File: config.mk
export PLATFORM = sky130hd
export DESIGN_NAME = multiplier_iterative_8b_flat
export DESIGN_NICKNAME = d
export VERILOG_FILES = /design/src/rtl/multiplier_iterative_8b_if.sv /design/src/rtl/multiplier_iterative_8b.sv /design/src/flat_wrapper.sv
export SDC_FILE = /design/constraint.sdc
export NUM_CORES = 1
export LEC_CHECK = 0
export CELL_PAD_IN_SITES_DETAIL_PLACEMENT = 1
export CELL_PAD_IN_SITES_GLOBAL_PLACEMENT = 1
export CORE_MARGIN = 2
export CORE_UTILIZATION = 40
export DETAILED_ROUTE_END_ITERATION = 10
export PLACE_DENSITY_LB_ADDON = 0.12
export RECOVER_POWER = 100
export SLEW_MARGIN = 5
export SYNTH_ARGS = -nofsm -noshare
export SYNTH_HDL_FRONTEND = slang
export SYNTH_SLANG_ARGS = --single-unit
File: constraint.sdc
create_clock -name clk -period 2.25 [get_ports clk]
set_input_delay 0.3375 -clock clk [delete_from_list [all_inputs] [get_ports clk]]
set_output_delay 0.3375 -clock clk [all_outputs]
set_load 0.02 [all_outputs]
File: src/rtl/multiplier_iterative_8b_if.sv
// Operand/product stream bundle for the iterative multiplier.
//
// Handshake rule for both streams: a transfer happens on a rising clk edge
// where val=1 and rdy=1 on that stream. The producer holds its data stable
// while val=1 and rdy=0. rdy never depends combinationally on val.
interface multiplier_iterative_8b_if #(
   parameter int NBITS = 8
);

   // Operand stream (producer -> multiplier)
   logic               istream_val;
   logic               istream_rdy;
   logic [NBITS-1:0]   in0;
   logic [NBITS-1:0]   in1;

   // Product stream (multiplier -> consumer)
   logic               ostream_val;
   logic               ostream_rdy;
   logic [2*NBITS-1:0] product;

   // Environment side: drives operands and accepts products
   modport master (
      output istream_val,
      output in0,
      output in1,
      output ostream_rdy,
      input  istream_rdy,
      input  ostream_val,
      input  product
   );

   // Multiplier side
   modport slave (
      input  istream_val,
      input  in0,
      input  in1,
      input  ostream_rdy,
      output istream_rdy,
      output ostream_val,
      output product
   );

endinterface

File: src/rtl/multiplier_iterative_8b.sv
// Unsigned iterative shift-and-add multiplier, NBITS x NBITS -> 2*NBITS.
// One conditional addition of the shifted multiplicand per cycle, exactly
// NBITS iterations per operand pair, no early termination.
// istream_rdy / ostream_val are decoded from state only, so there is no
// combinational path between the two streams.
module multiplier_iterative_8b #(
   parameter  int NBITS = 8,
   localparam int CW    = $clog2(NBITS) + 1
) (
   input  logic                 clk,
   input  logic                 reset,      // asynchronous, active-low
   multiplier_iterative_8b_if.slave io,
   output logic [1:0]           state_dbg,  // current FSM state
   output logic [CW-1:0]        count_dbg   // current iteration counter
);

   localparam logic [1:0] IDLE = 2'd0;
   localparam logic [1:0] CALC = 2'd1;
   localparam logic [1:0] DONE = 2'd2;

   // Counter value during the final CALC iteration
   localparam logic [CW-1:0] LAST_ITER = CW'(NBITS - 1);

   logic [1:0]         state;
   logic [1:0]         state_nxt;
   logic [2*NBITS-1:0] a_reg;     // multiplicand, shifted left each iteration
   logic [NBITS-1:0]   b_reg;     // multiplier, shifted right each iteration
   logic [2*NBITS-1:0] acc;       // partial-product accumulator
   logic [2*NBITS-1:0] acc_sum;   // accumulator plus gated multiplicand
   logic [CW-1:0]      count;
   logic               in_xfer;
   logic               out_xfer;
   logic               last_iter;

   // Stream control decoded purely from state
   assign io.istream_rdy = (state == IDLE);
   assign io.ostream_val = (state == DONE);
   assign io.product     = acc;

   assign in_xfer   = io.istream_val & io.istream_rdy;
   assign out_xfer  = io.ostream_val & io.ostream_rdy;
   assign last_iter = (count == LAST_ITER);

   assign state_dbg = state;
   assign count_dbg = count;

   // Ripple adder: add the shifted multiplicand when the current multiplier bit is set;
   // the carry out of the MSB cannot be nonzero for NBITS-bit operands
   always_comb begin
      acc_sum = acc;
      if (b_reg[0]) begin
         acc_sum = acc + a_reg;
      end
   end

   // Next-state selection: accept -> NBITS iterations -> hold product until taken
   always_comb begin
      state_nxt = state;
      case (state)
         IDLE: begin
            if (in_xfer) begin
               state_nxt = CALC;
            end
         end
         CALC: begin
            if (last_iter) begin
               state_nxt = DONE;
            end
         end
         DONE: begin
            if (out_xfer) begin
               state_nxt = IDLE;
            end
         end
         default: begin
            state_nxt = IDLE;
         end
      endcase
   end

   // State register; reset aborts any transaction in flight
   always_ff @(posedge clk or negedge reset) begin
      if (!reset) begin
         state <= IDLE;
      end else begin
         state <= state_nxt;
      end
   end

   // Datapath: load operands on acceptance, shift/accumulate while calculating,
   // otherwise hold so the product stays stable under backpressure
   always_ff @(posedge clk or negedge reset) begin
      if (!reset) begin
         a_reg <= '0;
         b_reg <= '0;
         acc   <= '0;
         count <= '0;
      end else begin
         case (state)
            IDLE: begin
               if (in_xfer) begin
                  a_reg <= {{NBITS{1'b0}}, io.in0};
                  b_reg <= io.in1;
                  acc   <= '0;
                  count <= '0;
               end
            end
            CALC: begin
               acc   <= acc_sum;
               a_reg <= a_reg << 1;
               b_reg <= b_reg >> 1;
               count <= count + 1'b1;
            end
            default: begin
               // DONE: everything holds until the product is taken
            end
         endcase
      end
   end

endmodule

File: src/flat_wrapper.sv
// flat-port wrapper written by rule: the top's interface ports become plain ports
module multiplier_iterative_8b_flat 
#(
   parameter  int NBITS = 8,
   localparam int CW    = $clog2(NBITS) + 1
)
  (clk, reset, state_dbg, count_dbg, io_istream_val, io_in0, io_in1, io_ostream_rdy, io_istream_rdy, io_ostream_val, io_product);
  multiplier_iterative_8b_if #(.NBITS(NBITS)) io_i ();
  input  logic clk;
  input  logic reset;
  output logic [1:0] state_dbg;
  output logic [CW-1:0] count_dbg;
  input wire logic [$bits(io_i.istream_val)-1:0] io_istream_val;
  input wire logic [$bits(io_i.in0)-1:0] io_in0;
  input wire logic [$bits(io_i.in1)-1:0] io_in1;
  input wire logic [$bits(io_i.ostream_rdy)-1:0] io_ostream_rdy;
  output wire logic [$bits(io_i.istream_rdy)-1:0] io_istream_rdy;
  output wire logic [$bits(io_i.ostream_val)-1:0] io_ostream_val;
  output wire logic [$bits(io_i.product)-1:0] io_product;
  assign io_i.istream_val = io_istream_val;
  assign io_i.in0 = io_in0;
  assign io_i.in1 = io_in1;
  assign io_i.ostream_rdy = io_ostream_rdy;
  assign io_istream_rdy = io_i.istream_rdy;
  assign io_ostream_val = io_i.ostream_val;
  assign io_product = io_i.product;
  multiplier_iterative_8b #(.NBITS(NBITS)) u_core (.clk(clk), .reset(reset), .io(io_i), .state_dbg(state_dbg), .count_dbg(count_dbg));
endmodule
* After elaboration in Yosys (flattened, before gate mapping)
Cells that the tools add are included.
** Word-level totals
- Bits in registers :: 46
- Input port bits :: 20
** Operators by class
- $add $sub $neg :: 2
- Eq/ne operators :: 7
- Mux-type cells :: 13
- Bitwise logic cells :: 2
- Reduce and logical (&&, ||, !) cells :: 5
** Operators with widths (number)
- $pmux 16 s2 :: 2
- $mux 16 :: 3
- $add 16x16->16 :: 1
- $pmux 8 s2 :: 1
- $mux 8 :: 1
- $pmux 4 s2 :: 1
- $mux 2 :: 3
- $pmux 2 s3 :: 1
- $reduce_and 3->1 :: 2
- $add 4x1->4 const B :: 1
- $eq 4x3->1 const B :: 1
- $mux 4 :: 1
- $ne 2x1->1 const B :: 2
- $ne 2x2->1 const B :: 2
- $and 1x1->1 :: 2
- $eq 2x1->1 const B :: 1
- $eq 2x2->1 const B :: 1
- $logic_not 2->1 :: 1
- $reduce_and 2->1 :: 1
- $reduce_bool 2->1 :: 1

* Longest topological paths before layout
Gate-level depths: netlist of run 1.
- Depth after elaboration :: 4
- Depth in mapped cells :: 10
- Depth with buffers taken out :: 10

* Least setup slack after synthesis of run 1
No wires, ideal clock.
- Path kind :: register to register
- Start point :: register u_core.acc[7] (netlist: u_core.io.product[7])
- End point :: register u_core.acc[14] (netlist: u_core.io.product[14])
- Data arrival time :: 1975 ps
- Required time :: 2121 ps
- Setup slack :: 146 ps
- Stages on the path, launching flop included :: 9
- Clock period less this slack :: 2104 ps
- Cells stage by stage :: dfrtp_1 -> ha_1 -> a21o_1 -> a21oi_2 -> o21ai_1 -> a311o_1 -> a31oi_1 -> xor2_1 -> o21ai_1
** On the way
- Cells in the longest elaborated chain, start to end :: 3
** RTL lines
- start, declared :: line multiplier_iterative_8b.sv:28 : logic [2*NBITS-1:0] acc;
- start signal, assigned :: line multiplier_iterative_8b.sv:109 : acc <= acc_sum;
- $add 16x16->16 :: line multiplier_iterative_8b.sv:52 : acc_sum = acc + a_reg;
- $mux 16 :: line multiplier_iterative_8b.sv:51 : if (b_reg[0]) begin
- $pmux 16 s2 :: line multiplier_iterative_8b.sv:99 : case (state)
No other way between the ends. The select of a mux whose other input is x is not followed.
A chain may end at the register's enable or synchronous reset.

* Final worst setup path of run 1
- Start point :: register u_core.a_reg[7]
- End point :: register u_core.acc[15] (netlist: u_core.io.product[15])
** On the way
- Cells in the longest elaborated chain, start to end :: 3
** RTL lines
- start, declared :: line multiplier_iterative_8b.sv:26 : logic [2*NBITS-1:0] a_reg;
- start signal, assigned :: line multiplier_iterative_8b.sv:102 : a_reg <= {{NBITS{1'b0}}, io.in0};
- start signal, assigned :: line multiplier_iterative_8b.sv:110 : a_reg <= a_reg << 1;
- $add 16x16->16 :: line multiplier_iterative_8b.sv:52
- $mux 16 :: line multiplier_iterative_8b.sv:51
- $pmux 16 s2 :: line multiplier_iterative_8b.sv:99
No other way between the ends. The select of a mux whose other input is x is not followed.

==> flow_metrics.tcl, run 1 <==
set metrics [dict create \
    status "complete, no violations" \
    yosys-top-cells-count "46 x dfrtp_1, 42 x nand2_1, 32 x nor2_1" \
    dpl-instance-area_mm2 0.00312 \
    crit_chain "ha_1 -> clkbuf_2 -> nand3_1 -> o221ai_1 -> a21oi_1 -> o221a_1 -> xnor2_1 -> nand2_1 -> mux2i_1" \
    finalCriticalPeriod_ns 2.12 \
    cp_max_fo 5 \
    synth_fa_ha_area_share_pct 8.64 \
    worst_pin_slew_ns 1.00 \
    crit_path_end_kind "register" \
    synth_compound_area_share_pct 19.2 \
    ys_warn_count 0 \
    vias_per_cell 5.42 \
    critPathKind "register to register" \
    synth_most_common_cell "dfrtp_1" \
    slowest_stage "dfrtp_1" \
    grt_pass1_wl_mm 11.5 \
    skew_ns 0.00589 \
    seq_area_frac_synth_pct 45.2 \
    multiInputGateArea_mm2 0.00133 \
    arrival_ns 2.36 \
    leakage_nw 1.52 \
    finalSetupTns_ns 0 \
    ios 44 \
    pwr_density_cell_mw_per_mm2 1740 \
    synth_xor_area_share_pct 3.78 \
    synth-edff-count 0 \
    rows 29 \
    muxShareOfSynthArea_pct 0.393 \
    yosys-top-cells-area "dfrtp_1 45%, ha_1 7.9%, nand2_1 6.2%" \
    clk_latency_ns 0.31 \
    start_kind "register" \
    hold_violations 0 \
    vdd_drop_max_v 0.000696 \
    die_height_um 83.8 \
    nets 379 \
    timing.final.crit_share_pct 94.4 \
    dominantRegCellSynth "dfrtp_1" \
    syn_inst 287 \
    critPathRequiredTime_ns 2.49 \
    dp_hpwl_mm 4.99 \
    n_antenna_cell 0 \
    start_util_pct 40.8 \
    async_reset_ff_share_pct 100 \
    ys_seq_elements 46 \
    slew_headroom_pct 33.2 \
    fmax_mhz 471 \
    synth_area_mm2 0.00255 \
    drt-pass1-iter-count 4 \
    drive_gt1_share_pct 8.16 \
    rsz0062_at_grt "false" \
    vias 2278 \
    synth_area_leader_cell "dfrtp_1" \
    finalWirelength_mm 6.75 \
    cts_tree "done" \
    netlist-cell-type-count 40 \
    core_mm2 0.00624 \
    cts_sinks 46 \
    wire_per_inst_um 16.1 \
    synth_top_area_share_pct 45.2 \
    setup_viol_count_final 0 \
    syn-num-nets 324 \
    cap_violations 0 \
    synth_top_family_by_area "compound AO/OA/AOI/OAI gates" \
    finalCoreUtilization_pct 52.3 \
    port_buffers 43 \
    grt_usage_pct 20.1 \
    fillers 762 \
    clockRootBuffer "clkbuf_8" \
    place_congestion 0.855 \
    grt_overflow 0 \
    yosys.area_share.simple_pct 19.2 \
    cp_slowest_stage_delay_ns 0.43 \
    postRouteAntennaNets 0 \
    grt_pass1_vias 2374 \
    dieArea_mm2 0.00702 \
    final-max-slew-violation-count 0 \
    clk_path_buf_depth 2 \
    antenna_found_initial 0 \
    area.sequential_mm2 0.00115 \
    cts_made_buffers 5 \
    grt_max_degree 20 \
    first_iter_violations 69 \
    postLayoutCellArea_mm2 0.00326 \
    avgSynthCellArea_um2 8.88 \
    area_growth_pct 28.0 \
    drcViolationCount 0 \
    die_w_um 83.8 \
    cts.clk_slew.worst_paths_ns 0.09 \
    cts_max_level 2 \
    hold_class "register to register" \
]
## per-layer routing
layer	GRT usage, %	part of all wire, %	vias to the layer above
met3	2.97	2.3	9
met4	7.77	2.2	0
met2	33.2	48	35
li1	-	-	1123
met1	26.8	48	1111
met5	0	0	-
## final timing paths
path / to / slack (ns) / cells after the start / startpoint
max: u_core.io.product[15]$_DFFE_PN0P_ / 0.13 / 9 / u_core.a_reg[7]$_DFFE_PN0P_
min: u_core.io.product[15]$_DFFE_PN0P_ / 0.48 / 1 / u_core.io.product[15]$_DFFE_PN0P_
max reg2reg: u_core.io.product[15]$_DFFE_PN0P_ / 0.13 / 9 / u_core.a_reg[7]$_DFFE_PN0P_
min reg2reg: u_core.io.product[15]$_DFFE_PN0P_ / 0.48 / 1 / u_core.io.product[15]$_DFFE_PN0P_
max in group asynchronous: u_core.io.product[9]$_DFFE_PN0P_ / 0.57 / 3 / reset
min in group asynchronous: u_core.io.product[2]$_DFFE_PN0P_ / 0.71 / 2 / reset
## report_power, final
| part | total [W] | switching, W | internal [W] |
|---|---|---|---|
| clock network | 0.000633 | 0.000301 | 0.000332 |
| logic | 0.00349 | 0.00202 | 0.00147 |
| registers | 0.00156 | 0.000327 | 0.00123 |
| total | 0.00568 | 0.00265 | 0.00303 |
## placed cells by master, fill, tap and decap left out, types with 2 or more instances in the layout
master	n
and3_1	3
a22o_1	2
dfrtp_1	46
inv_1	10
o22ai_1	14
clkdlybuf4s50_1	18
nand4_1	3
xor2_1	8
a211o_1	2
clkbuf_8	5
a31oi_1	5
ha_1	15
a21o_1	6
nor2b_1	3
clkbuf_2	3
a21oi_1	11
o211ai_1	2
o21ai_0	17
nand2_1	42
buf_4	9
o21ai_1	6
nand3_1	21
a21oi_2	2
xnor2_1	3
nand2b_1	3
clkbuf_1	6
dlygate4sd3_1	25
nor2_1	32
## metrics by stage
| stage | hold slack (ns) | worst slack [ns] | power [W] | instances |
|---|---|---|---|---|
| 6_report | 0.476 | 0.126 | 0.00568 | 420 |
| 5_1_grt | 0.496 | 0.00871 | 0.00622 | 420 |
| 4_1_cts | 0.488 | 0.00622 | 0.00579 | 420 |
| 3_5_place_dp | 0.297 | 0.0389 | 0.00510 | 408 |
| 3_3_place_gp | 0.294 | 0.132 | 0.00501 | 408 |
| 2_1_floorplan | 0.0419 | 0.146 | 0.00390 | 287 |
## cell type report
cell class / instances / area share (%)
Timing Repair Buffer: 61 / 16.5
Tap cell: 77 / 2.95
Clock buffer: 6 / 2.22
Clock inverter: 2 / 1.15
Multi-Input combinational cell: 218 / 40.7
Inverter: 10 / 1.15
Sequential cell: 46 / 35.3
## logic make-up (layout without fill, tap and decap cells)
logic type | Yosys count | count (layout)
compound gates | 77 | 77
xor+xnor | 11 | 11
flops | 46 | 46
simple gates | 112 | 112
buf+inv | 23 | 79
mux | 1 | 1
fa+ha+maj | 17 | 17
## worst max-delay path, delay by kind of cell, from the launching register on
kind	cells	cell delay, ns
compound gates	3	0.66
xor+xnor	1	0.13
flops	1	0.43
buf+inv	1	0.17
fa+ha+maj	1	0.31
simple gates	2	0.18
mux	1	0.18
## timing repair
| item | 4_1_cts | 5_1_grt |
|---|---|---|
| gates cloned | 0 | 0 |
| pin swaps | 3 | 4 |
| hold buffers | 1 | 0 |
| gates resized for setup | 0 | 7 |
| hold endpoints to repair | 16 | 0 |
| setup endpoints to repair | 1 | 6 |
| setup buffers | 3 | 0 |
(Power assumes the default switching activity.)
==> run 2: changes to the inputs <==
--- a/config.mk
+++ b/config.mk
@@ -6,4 +6,5 @@
 export NUM_CORES = 1
 export LEC_CHECK = 0
+export CAP_MARGIN = 40
 export CELL_PAD_IN_SITES_DETAIL_PLACEMENT = 1
 export CELL_PAD_IN_SITES_GLOBAL_PLACEMENT = 1
==> constraint.sdc (replaced) <==
create_clock -name clk -period 2.25 [get_ports clk]
set_input_delay 0.225 -clock clk [delete_from_list [all_inputs] [get_ports clk]]
set_output_delay 0.225 -clock clk [all_outputs]
set_load 0.02 [all_outputs]
==> flow_metrics.tcl, run 2 (synthesis results as in run 1) <==
set metrics [dict create \
    clockRootBuffer "clkbuf_8" \
    pwr_density_cell_mw_per_mm2 1730 \
    finalSetupTns_ns 0 \
    die_w_um 83.8 \
    hold_class "input port to asynchronous set/reset pin" \
    worst_pin_slew_ns 1.15 \
    cts.clk_slew.worst_paths_ns 0.09 \
    grt_busiest_layer "met2" \
    setup_viol_count_final 0 \
    place_congestion 0.822 \
    dp_hpwl_mm 4.87 \
    dieArea_mm2 0.00702 \
    final-max-slew-violation-count 0 \
    core_mm2 0.00624 \
    grtUsageMet3_pct 3.26 \
    grt_util_met1_pct 26.2 \
    hold_ws_ns 0.219 \
    die_height_um 83.8 \
    vias_per_cell 5.40 \
    status "complete, no violations" \
    first_iter_violations 71 \
    ios 44 \
    start_util_pct 40.8 \
    skew_ns 0.00332 \
    area_growth_pct 28.2 \
    antenna_found_initial 0 \
    grt_pass1_wl_mm 11.2 \
    grt_overflow 0 \
    rows 29 \
    drive_gt1_share_pct 10.8 \
    clk_latency_ns 0.30 \
    grt_pass1_vias 2351 \
    clk_path_buf_depth 2 \
    arrival_ns 2.45 \
    n_antenna_cell 0 \
    drcViolationCount 0 \
    timing.final.crit_share_pct 98.6 \
    slew_headroom_pct 23.2 \
    final_cell_mix "46 x dfrtp_1, 42 x nand2_1, 32 x nor2_1" \
    crit_path_end_kind "register" \
    postRouteAntennaNets 0 \
    nets 380 \
    cp_max_fo 3 \
    holdBufCountCts 0 \
    rr_worst_depth 10 \
    vias 2273 \
    leakage_nw 1.52 \
    use_met2_pct 32.8 \
    critPathRequiredTime_ns 2.48 \
    grt_max_degree 47 \
    port_buffers 43 \
    drt-pass1-iter-count 4 \
    cts_tree "done" \
    critPathKind "register to register" \
    finalWirelength_mm 6.64 \
    final_common_cell "dfrtp_1" \
    vdd_drop_max_v 0.00106 \
    grt_usage_pct 19.4 \
    hold_violations 0 \
    cts_max_level 2 \
    rsz0062_at_grt "true" \
    fmax_mhz 451 \
    cts_sinks 46 \
    wire_per_inst_um 15.8 \
    finalCriticalPeriod_ns 2.22 \
    start_kind "register" \
    cts_made_buffers 5 \
    cap_violations 0 \
]
==> run 2: cell count changes in the layout (fill, tap and decap cells not counted), sizes merged <==
cell / delta
buf: +7
clkdlybuf4s50: +1
clkbuf: -5
bufinv: -1
dlygate4sd3: -2
inv: +1
==> run 2: metrics by stage <==
stage                     utilization (%)  cell area (um^2)  instances  power, W  setup slack, ns
after global placement               50.0              3120        408   0.00504            0.103
after floorplan                         -              2550        287   0.00390            0.146
after detailed placement             50.0              3120        408   0.00513          -0.0126
after CTS                            51.9              3240        418   0.00574           0.0144
final                                52.3              3270        421   0.00566           0.0312
after global routing                 52.3              3270        421   0.00619          -0.0711
==> run 2: power by group <==
part | leakage (nW) | switching [W] | internal, W
Clock | 0.0478 | 0.000301 | 0.000253
Combinational | 0.907 | 0.00201 | 0.00153
Sequential | 0.568 | 0.000330 | 0.00123
Total | 1.52 | 0.00264 | 0.00302
==> run 2: final timing paths <==
check | from | to | slack (ns)
max | u_core.io.product[0]$_DFFE_PN0P_ | u_core.io.product[14]$_DFFE_PN0P_ | 0.03
min | reset | u_core.io.product[2]$_DFFE_PN0P_ | 0.22
max reg2reg | u_core.io.product[0]$_DFFE_PN0P_ | u_core.io.product[14]$_DFFE_PN0P_ | 0.03
min in group clk | io_in1[7] | u_core.b_reg[7]$_DFFE_PN0P_ | 0.48
min reg2reg | u_core.io.product[15]$_DFFE_PN0P_ | u_core.io.product[15]$_DFFE_PN0P_ | 0.51
max in group asynchronous | reset | u_core.a_reg[1]$_DFFE_PN0P_ | 1.33
==> run 2: timing repair <==
action | CTS | global route
setup buffers | 2 | 3
resized for setup | 1 | 8
setup endpoints to repair | 2 | 6
hold endpoints to repair | 0 | 0
pin swaps | 2 | 6
==> run 2: metal layers <==
metal,up-vias,share of wire (%),wire (um)
met5,-,0,0
met4,0,1.2,78
met3,7,2.7,179
met2,38,49,3220
met1,1103,48,3160
li1,1125,-,-
==> run 2: worst max-delay path, stage by stage, from the launching register on <==
cell,delay (ns)
dfrtp_1,0.37
ha_2,0.20
inv_2,0.04
fa_2,0.35
nor2b_2,0.16
o21a_1,0.20
o21ai_2,0.09
a211oi_2,0.30
a31oi_1,0.15
xor2_1,0.17
o21ai_1,0.13
==> run 2: area by class of cell <==
cell class	count	area (um^2)
Clock buffer	6	82.6
Clock inverter	2	16.3
Fill cell	779	2970
Inverter	10	37.5
Multi-Input combinational cell	218	1330
Sequential cell	46	1150
Tap cell	77	96.3
Timing Repair Buffer	62	554
==> run 3: changes to the inputs <==
PLACE_DENSITY_LB_ADDON = 0.1   (was 0.12)
==> flow_metrics.tcl, run 3 (synthesis results as in run 1) <==
set metrics [dict create \
    core_mm2 0.00624 \
    clk_path_buf_depth 2 \
    final_common_cell "dfrtp_1" \
    critPathRequiredTime_ns 2.41 \
    die_w_um 83.8 \
    dieArea_mm2 0.00702 \
    skew_ns 0.00808 \
    die_height_um 83.8 \
    finalWirelength_mm 6.93 \
    switching_share_pct 46.2 \
    place_congestion 0.827 \
    rows 29 \
    rr_worst_depth 8 \
    cts_sinks 46 \
    grt_overflow 0 \
    r2r_start "u_core.a_reg[7]$_DFFE_PN0P_" \
    fmax_mhz 465 \
    crit_start "u_core.a_reg[7]$_DFFE_PN0P_" \
    stdcell_count 422 \
    seq_power_share_pct 26.5 \
    hold_class "input port to asynchronous set/reset pin" \
    vias_per_cell 5.48 \
    dp_slack_ns 0.0223 \
    reg2reg_slack_ns 0.1 \
    pwr_density_cell_mw_per_mm2 1780 \
    grt_pass1_wl_mm 11.9 \
    switchingPower_w 0.00274 \
    arrival_ns 2.31 \
    critPathKind "register to register" \
    cts_max_level 2 \
    rsz0062_at_grt "true" \
    path_depth 8 \
    grt_max_degree 47 \
    internal_power_w 0.00318 \
    clock_power_share_pct 11.0 \
    cts.clk_slew.worst_paths_ns 0.09 \
    vias 2312 \
    port_buffers 43 \
    drive_gt1_share_pct 11.9 \
    ios 44 \
    cp_slowest_stage_delay_ns 0.42 \
    nets 382 \
    status "complete, no violations" \
    slowest_stage "dfrtp_1" \
    area_growth_pct 30.4 \
    final_cell_mix "46 x dfrtp_1, 42 x nand2_1, 32 x nor2_1" \
    wire_per_inst_um 16.4 \
    clockRootBuffer "clkbuf_8" \
    setup_ws_ns 0.0982 \
    cp_max_fo 4 \
    cts_made_buffers 5 \
    combPwrFrac_pct 62.5 \
    timing.final.crit_share_pct 95.6 \
    drt-pass1-iter-count 4 \
    crit_buf_inv 0 \
    vdd_drop_max_v 0.000929 \
    hold_violations 0 \
    finalCriticalPeriod_ns 2.15 \
    start_kind "register" \
    drcViolationCount 0 \
    crit_family "compound AO/OA/AOI/OAI gates" \
    setup_viol_count_final 0 \
    postRouteAntennaNets 0 \
    cap_violations 0 \
    grt_pass1_vias 2494 \
    start_util_pct 40.8 \
    dpl.cell_count 409 \
    crit_chain "ha_1 -> a21o_1 -> a21oi_2 -> o21ai_2 -> a311o_1 -> a31oi_1 -> xor2_1 -> o21ai_1" \
    cts_tree "done" \
    n_antenna_cell 0 \
    dp_hpwl_mm 4.94 \
    grt_usage_pct 20.7 \
    leakage_nw 1.54 \
    clk_latency_ns 0.30 \
    worst_pin_slew_ns 1.13 \
    total_power_w 0.00591 \
    finalSetupTns_ns 0 \
    crit_path_end_kind "register" \
    final-max-slew-violation-count 0 \
    slew_headroom_pct 24.5 \
    first_iter_violations 48 \
    fillers 762 \
    antenna_found_initial 0 \
]
## run 3: power groups by stage
| stage | registers (W) | logic, W | clock network [W] |
|---|---|---|---|
| floorplan | 0.00170 | 0.00221 | 0 |
| global placement | 0.00157 | 0.00348 | 0 |
| detailed placement | 0.00158 | 0.00357 | 0 |
| CTS | 0.00157 | 0.00365 | 0.000662 |
| global route | 0.00163 | 0.00413 | 0.000684 |
| finish | 0.00157 | 0.00370 | 0.000648 |
## run 3: per-stage QoR
| step | util [%] | cell area, um^2 | hold WS, ns |
|---|---|---|---|
| 2_1_floorplan | - | 2550 | -0.0706 |
| 3_3_place_gp | 50.1 | 3130 | 0.354 |
| 3_5_place_dp | 50.1 | 3130 | 0.350 |
| 4_1_cts | 52.4 | 3270 | 0.0252 |
| 5_1_grt | 53.2 | 3320 | 0.333 |
| 6_report | 53.2 | 3320 | 0.213 |
## run 3: layer usage
metal  GRT usage [%]  up-vias  wire [um]
met1            27.3     1130       3330
met4            6.16        0        119
met2            35.0       41       3290
li1                -     1131          -
met5               0        -          0
met3            3.46       10        182
## run 3: area by class of cell
class                      instances  area, um^2  area share [%]
clock buffer                       6        82.6            2.49
clock inverter                     1        30.0           0.904
inverter                          10        37.5            1.13
multi-input combinational        218        1360            40.8
sequential                        46        1150            34.7
tap                               77        96.3            2.90
timing repair buffer              64         567            17.1
## run 3: timing repair
action	CTS	global route
hold buffers	0	0
setup buffers	3	3
pin swaps	1	9
gates resized for setup	2	11
endpoints found under the setup margin	1	6
## run 3: path summary, 6_finish.rpt
| kind | to |
|---|---|
| setup / recovery | u_core.io.product[14]$_DFFE_PN0P_ |
| hold / removal | u_core.io.product[2]$_DFFE_PN0P_ |
| setup reg to reg | u_core.io.product[14]$_DFFE_PN0P_ |
| hold reg to reg | u_core.b_reg[4]$_DFFE_PN0P_ |
| max in group asynchronous | u_core.io.product[13]$_DFFE_PN0P_ |
| min in group clk | u_core.b_reg[7]$_DFFE_PN0P_ |
